## src/rtl/sipo_pack.sv

```systemverilog
// Serial-in/parallel-out packer: PE_NUM complex words per bus word; full word emits on the accepting edge.
// Output register plus assembly buffer absorb 2*PE_NUM words under backpressure; flush emits a zero-padded partial.
module sipo_pack #(
   parameter int PE_NUM     = 4,
   parameter int DATA_WIDTH = 16
) (
   input  logic                             clk,
   input  logic                             rst_n,
   input  logic                             s_in_v,
   input  logic [2*DATA_WIDTH-1:0]          s_in,
   output logic                             s_in_rdy,
   input  logic                             flush,
   output logic                             p_out_v,
   output logic [PE_NUM*2*DATA_WIDTH-1:0]   p_out,
   output logic [$clog2(PE_NUM):0]          p_out_len,
   input  logic                             p_out_rdy
);

   localparam int WW = 2 * DATA_WIDTH;
   localparam int CW = $clog2(PE_NUM) + 1;

   typedef logic [CW-1:0]                 cnt_t;
   typedef logic [PE_NUM-1:0][WW-1:0]     lanes_t;

   lanes_t asm_q;
   lanes_t asm_d;
   cnt_t   cnt_q;
   cnt_t   cnt_d;
   logic   pend_q;
   logic   pend_d;
   logic   run_q;
   logic   acc;
   logic   slot_free;
   logic   emit;

   // run_q keeps s_in_rdy low until the first edge after reset release
   assign s_in_rdy  = rst_n && run_q && (cnt_q < cnt_t'(PE_NUM)) && !pend_q;
   assign acc       = s_in_v && s_in_rdy;
   assign slot_free = !p_out_v || p_out_rdy;

   always_comb begin
      asm_d = asm_q;
      cnt_d = cnt_q;
      if (acc) begin
         asm_d[cnt_q[CW-2:0]] = s_in;
         cnt_d                = cnt_q + cnt_t'(1);
      end
      // a flush that lands exactly on word completion is redundant: the full word goes out anyway
      pend_d = pend_q || (flush && (cnt_d != cnt_t'(0)) && (cnt_d != cnt_t'(PE_NUM)));
      // only a registered flush request emits, so a partial never leaves on its own flush edge
      emit   = slot_free && ((cnt_d == cnt_t'(PE_NUM)) || pend_q);
   end

   always_ff @(posedge clk or negedge rst_n) begin
      if (!rst_n) begin
         run_q     <= 1'b0;
         asm_q     <= '0;
         cnt_q     <= '0;
         pend_q    <= 1'b0;
         p_out_v   <= 1'b0;
         p_out     <= '0;
         p_out_len <= '0;
      end else begin
         run_q <= 1'b1;
         if (emit) begin
            p_out     <= asm_d;
            p_out_len <= cnt_d;
            p_out_v   <= 1'b1;
            asm_q     <= '0;
            cnt_q     <= '0;
            pend_q    <= 1'b0;
         end else begin
            if (p_out_rdy)
               p_out_v <= 1'b0;
            asm_q  <= asm_d;
            cnt_q  <= cnt_d;
            pend_q <= pend_d;
         end
      end
   end

endmodule

```

## config.mk

```make
export PLATFORM = sky130hd
export DESIGN_NAME = sipo_pack
export DESIGN_NICKNAME = d
export VERILOG_FILES = /design/src/rtl/sipo_pack.sv
export SDC_FILE = /design/constraint.sdc
export NUM_CORES = 1
export LEC_CHECK = 0
export BUFFER_PORTS_ARGS = -buffer_cell sky130_fd_sc_hd__buf_2
export CORE_MARGIN = 1
export CORE_UTILIZATION = 49
export DETAILED_ROUTE_END_ITERATION = 8
export PLACE_DENSITY = 0.74
export SLEW_MARGIN = 5
export SYNTH_ARGS = -nofsm -noshare
export SYNTH_HDL_FRONTEND = slang
export SYNTH_SLANG_ARGS = --single-unit
```

## constraint.sdc

```tcl
create_clock -name clk -period 4.9 [get_ports clk]
set_input_delay 0.49 -clock clk [delete_from_list [all_inputs] [get_ports clk]]
set_output_delay 0.49 -clock clk [all_outputs]
set_load 0.02 [all_outputs]
```

==> Yosys cells after proc, flatten, opt, wreduce, memory -nomap -nowiden <==
Cells that the tools add are included.
{ "totals": {"input_bits": 37, "regBits": 265, "output_inout_bits": 133, "word_cells": 41} }
{ "op_classes": {"muxes": 10, "n_reduce_logical": 15, "magnitude_cmp": 3, "n_eq_ne": 2, "addsub": 1} }
{ "ops": {"columns": ["cell", "count"], "rows": [
  ["128-bit two-way mux", 2],
  ["128-bit bitwise mux", 1],
  ["32-bit demux with 2-bit select", 1],
  ["32-bit two-way mux", 1],
  ["1-bit logical AND", 8],
  ["3-bit two-way mux", 2],
  ["3-bit by 1-bit adder with 3-bit output (second input constant)", 1],
  ["3-bit == test (second input constant)", 1],
  ["1-bit logical OR", 3],
  ["2-bit by 3-bit less-than comparator with 1-bit output (second input constant)", 1],
  ["3-bit less-than comparator (second input constant)", 1],
  ["1-bit two-way mux", 3],
  ["3-bit != test (second input constant)", 1],
  ["3-bit nonzero test", 1],
  ["2-bit by 1-bit greater-or-equal comparator with 1-bit output (second input constant)", 1],
  ["1-bit logical NOT", 2],
  ["2-bit nonzero test", 1]
]} }

==> Longest topological paths before layout <==
{ "logic_depth": {"depth_word": 10, "depth_mapped": 9, "mapped_depth_nobuf": 6} }

==> Worst setup path before layout <==
OpenSTA, ideal clock, no wires.
{ "synth_timing": {"kind": "flip-flop to flip-flop", "start": "reg cnt_q[0]", "end": "reg asm_q[0] in the netlist's numbering", "n_path_buf": 2, "setup_time_ns": 0.132, "period_less_slack_ns": 2.158, "path_slack_ns": 2.742, "required_ns": 4.768, "path_stages_with_launch": 9, "arrival_ns": 2.026, "cell_sequence": "dfrtp_1 -> inv_1 -> ha_1 -> nor3b_1 -> a311oi_4 -> buf_6 -> nor2_2 -> buf_1 -> nor2_1"} }
{ "synth_via": {"elab_chain_len": 9, "word_cells_on_any_way": 17, "classes_between": "add/sub (1); order compare (3); eq/ne (1); mux (6); reduce/logical (6)"} }
{ "synth_lines": {"columns": ["element", "line_no", "rtl"], "rows": [
  ["start: declaration", "27", "cnt_t cnt_q;"],
  ["start signal: assignment", "76", "cnt_q <= cnt_d;"],
  ["3-bit less-than comparator", "37", "assign s_in_rdy = rst_n && run_q && (cnt_q < cnt_t'(PE_NUM)) && !pend_q;"],
  ["1-bit logical AND (2 in a row)", "37", null],
  ["1-bit logical AND", "38", "assign acc = s_in_v && s_in_rdy;"],
  ["3-bit two-way mux", "44", "if (acc) begin"],
  ["3-bit == test", "51", "emit = slot_free && ((cnt_d == cnt_t'(PE_NUM)) || pend_q);"],
  ["1-bit logical OR", "51", null],
  ["1-bit logical AND", "51", null],
  ["128-bit two-way mux *", "65", "if (emit) begin"],
  ["end signal: assignment", "75", "asm_q <= asm_d;"],
  ["end: declaration", "25", "lanes_t asm_q;"]
]} }
Every way passes the cells marked *; elsewhere a longest branch is shown, timed or not.
A chain may end at the register's enable or synchronous reset.

==> Final worst setup path <==
{ "layout_timing": {"start": "in rst_n", "end": "reg p_out[58]"} }
{ "layout_via": {"elab_chain_len": 8, "word_cells_on_any_way": 9, "classes_between": "eq/ne (1); mux (2); reduce/logical (6)"} }
{ "layout_lines": {"columns": ["element", "line_no", "rtl"], "rows": [
  ["start: declaration", "8", "input logic rst_n,"],
  ["1-bit logical AND * (3 in a row)", "37", null],
  ["1-bit logical AND *", "38", null],
  ["3-bit two-way mux", "44", null],
  ["3-bit == test", "51", null],
  ["1-bit logical OR", "51", null],
  ["1-bit logical AND", "51", null],
  ["end signal: assignment", "66", "p_out <= asm_d;"],
  ["end: declaration", "14", "output logic [PE_NUM*2*DATA_WIDTH-1:0] p_out,"]
]} }
Marks and branches as above.

==> reports/metrics.yaml <==
fin_ws_ns: 1.79
nNetsFinal: 1065
p_int_mw: 4.62
cts_resized: 0
ir_drop_v: 0.000390
htree_levels: 1
via_per_inst: 5.65
cts_buffers: 27
ant_nets: 0
postCtsSetupBuffers: 0
seq_power_share_pct: 41.2
pwr-share-comb_pct: 30.9
cellPowerDensity_nw_per_um2: 583
ys_warn_count: 0
min_period_over_period_pct: 63.6
crit_slowest_cell: "nand3_2"
grt_pass1_vias: 7159
grt_pass1_wl_mm: 38.8
antenna_found_initial: 0
wl_per_cell_um: 18.1
drcViolationCount: 0
skew_ns: 0.00870
gp_congestion: 0.766
holdBufCountCts: 1
core_area_um2: 21200
cts.sinks: 265
switching_share_pct: 36.8
ios: 170
power.clock.fraction_pct: 27.9
ys_types: 24
synth-edff-count: 0
outcome: "completed"
p_sw_mw: 2.69
cts_max_path_buffers: 3
setup_tns_ns: 0
cts.clk_slew.worst_paths_ns: 0.06
drt_wl_total_mm: 23.9
portBuffers: 169
slowest_delay_ns: 0.71
cts_tree: "yes"
path_max_fanout: 57
max_slew_margin_pct: 25.3
leakage_nw: 7.10
syn_nets: 939
ys_ff_latch: 265
dieArea_um2: 22400
drive_gt1_share_pct: 22.4
dieHeight_um: 150
grt_usage_pct: 21.7
avgSynthCellArea_um2: 11.9
fin_crit_ns: 3.11
crit_path_end_kind: "flop"
utilization_pct: 59.1
die_w_um: 150
worstPathRequired_ns: 5.31
syn-cell-area_um2: 10700
worstPathArrival_ns: 3.52
row_count: 53
clock_latency_ns: 0.52
ys.flop_type: "dfrtp_1"
start_util_pct: 50.4
num_vias: 7446
worstSetupStartpointType: "input port"
crit_path_cell_trace: "dlygate4sd3_1 -> buf_8 -> and3_1 -> nand3_2 -> buf_4 -> mux2i_1 -> o31ai_1"
placed_area_um2: 11600
total_power_mw: 7.31
fmaxAchievable_mhz: 321
synth_cells: 898
seq_area_frac_synth_pct: 62.0
worst_pin_slew_ns: 1.12
grt_max_degree: 262
place_ws_ns: 1.78
area_delta_synth_final_pct: 17.1
first_pass_iters: 5
cp.buffers_inverters: 3
synth_top_area_cell: "dfrtp_1"
yosysTopAreaCellShare_pct: 62.0
critical_path.top_delay_family: "buffers and inverters"
synth.area.top_cells: "dfrtp_1 (62%), mux2i_1 (12%), o31ai_1 (9.3%)"
fin_area_um2: 12500
setup_viol: 0
antenna_cells: 0
grt_setup_unrepaired: "no"
hold_ws_ns: 0.255
clockRootBuffer: "clkbuf_16"
hold_viol: 0
grt_overflow: 0
hpwlAfterDp_mm: 13.9
hold_class: "in2reg"
drtIter0Drc: 433
final_cells: 1318
max-cap-violations: 0
maxSlewViolCount: 0
ys_async_sr_fraction_pct: 100
dp_cells: 1269
crit_type: "in2reg"
layout by cell type, fill, tap and decap left out, drive strengths merged:
cell type and n:
nand3 4, o31ai 132, and3 3, clkbuf 38, o32a 1, nand2b 1, dfrtp 265, conb 1
ha 4, mux2i 129, dlygate4sd3 1, xnor2 1, nor2 133, bufinv 1, a311oi 1, buf 180
nor2b 1, nor3b 2, o21ai 130, inv 3, clkinv 7, nand2 2, clkinvlp 2, a31oi 1
metal layers:
| metal | vias to the layer above | global-route usage [%] | share of wire [%] | wire length (um) |
|---|---|---|---|---|
| met4 | 0 | 4.24 | 1.2 | 286 |
| li1 | 3454 | - | - | - |
| met2 | 190 | 33.0 | 46 | 11000 |
| met5 | - | 0 | 0 | 0 |
| met1 | 3773 | 32.7 | 47 | 11200 |
| met3 | 29 | 3.75 | 5.9 | 1410 |
power by group through the flow:
| stage | logic, mW | registers [mW] | clock network, mW |
|---|---|---|---|
| 6_report | 2.26 | 3.01 | 2.04 |
| 5_1_grt | 2.51 | 3.08 | 2.16 |
| 4_1_cts | 2.28 | 3.02 | 2.08 |
| 3_5_place_dp | 2.28 | 3.05 | 0 |
| 3_3_place_gp | 2.22 | 3.04 | 0 |
| 2_1_floorplan | 1.30 | 3.37 | 0 |
sequential cells by signal, summed over array words and instances (netlist names):
signal and count:
pend_q 1, asm_q 128, p_out_v 1, cnt_q 3, p_out_len 3, p_out 128
run_q 1
Yosys cell counts (2+ instances only):
library cell    n
inv_1           3
nand2_1         2
buf_4           9
nor3b_1         2
clkbuf_1       42
nand3_1         4
dfrtp_1       265
o31ai_1       132
nor2_1        132
buf_6          10
buf_2          18
o21ai_0       130
buf_1           5
mux2i_1       129
and3_1          3
ha_1            4
worst paths after layout:
kind	startpoint	end	slack, ns	cells after the start
min in group asynchronous	rst_n	p_out[84]	0.46	2
hold reg to reg	p_out[123]	p_out[123]	0.50	2
hold / removal	flush	pend_q	0.26	3
max in group asynchronous	rst_n	p_out[126]	2.55	4
setup / recovery	rst_n	p_out[58]	1.79	7
setup reg to reg	cnt_q[0]	p_out[87]	2.06	7
worst min-delay path: stages:
cell	delay, ns
buf_2	0.12
o31ai_1	0.06
o31ai_1	0.06
cell families after synthesis:
kind of cell / count (synthesis) / share of synthesized area, %
other cells: 1 / 0.0350
fa+ha+maj: 4 / 0.468
mux: 129 / 12.1
buf+inv: 87 / 4.28
compound gates: 265 / 15.7
simple gates: 146 / 5.38
xor+xnor: 1 / 0.0818
flops: 265 / 62.0
cell type report:
cell class | instances | area [um^2]
clock buffer | 38 | 817
clock inverter | 10 | 83.8
fill | 1708 | 8690
inverter | 3 | 11.3
multi-input combinational | 546 | 3650
sequential | 265 | 6630
tap | 275 | 344
timing repair buffer | 181 | 998
Power figures use the tool's default switching activity.
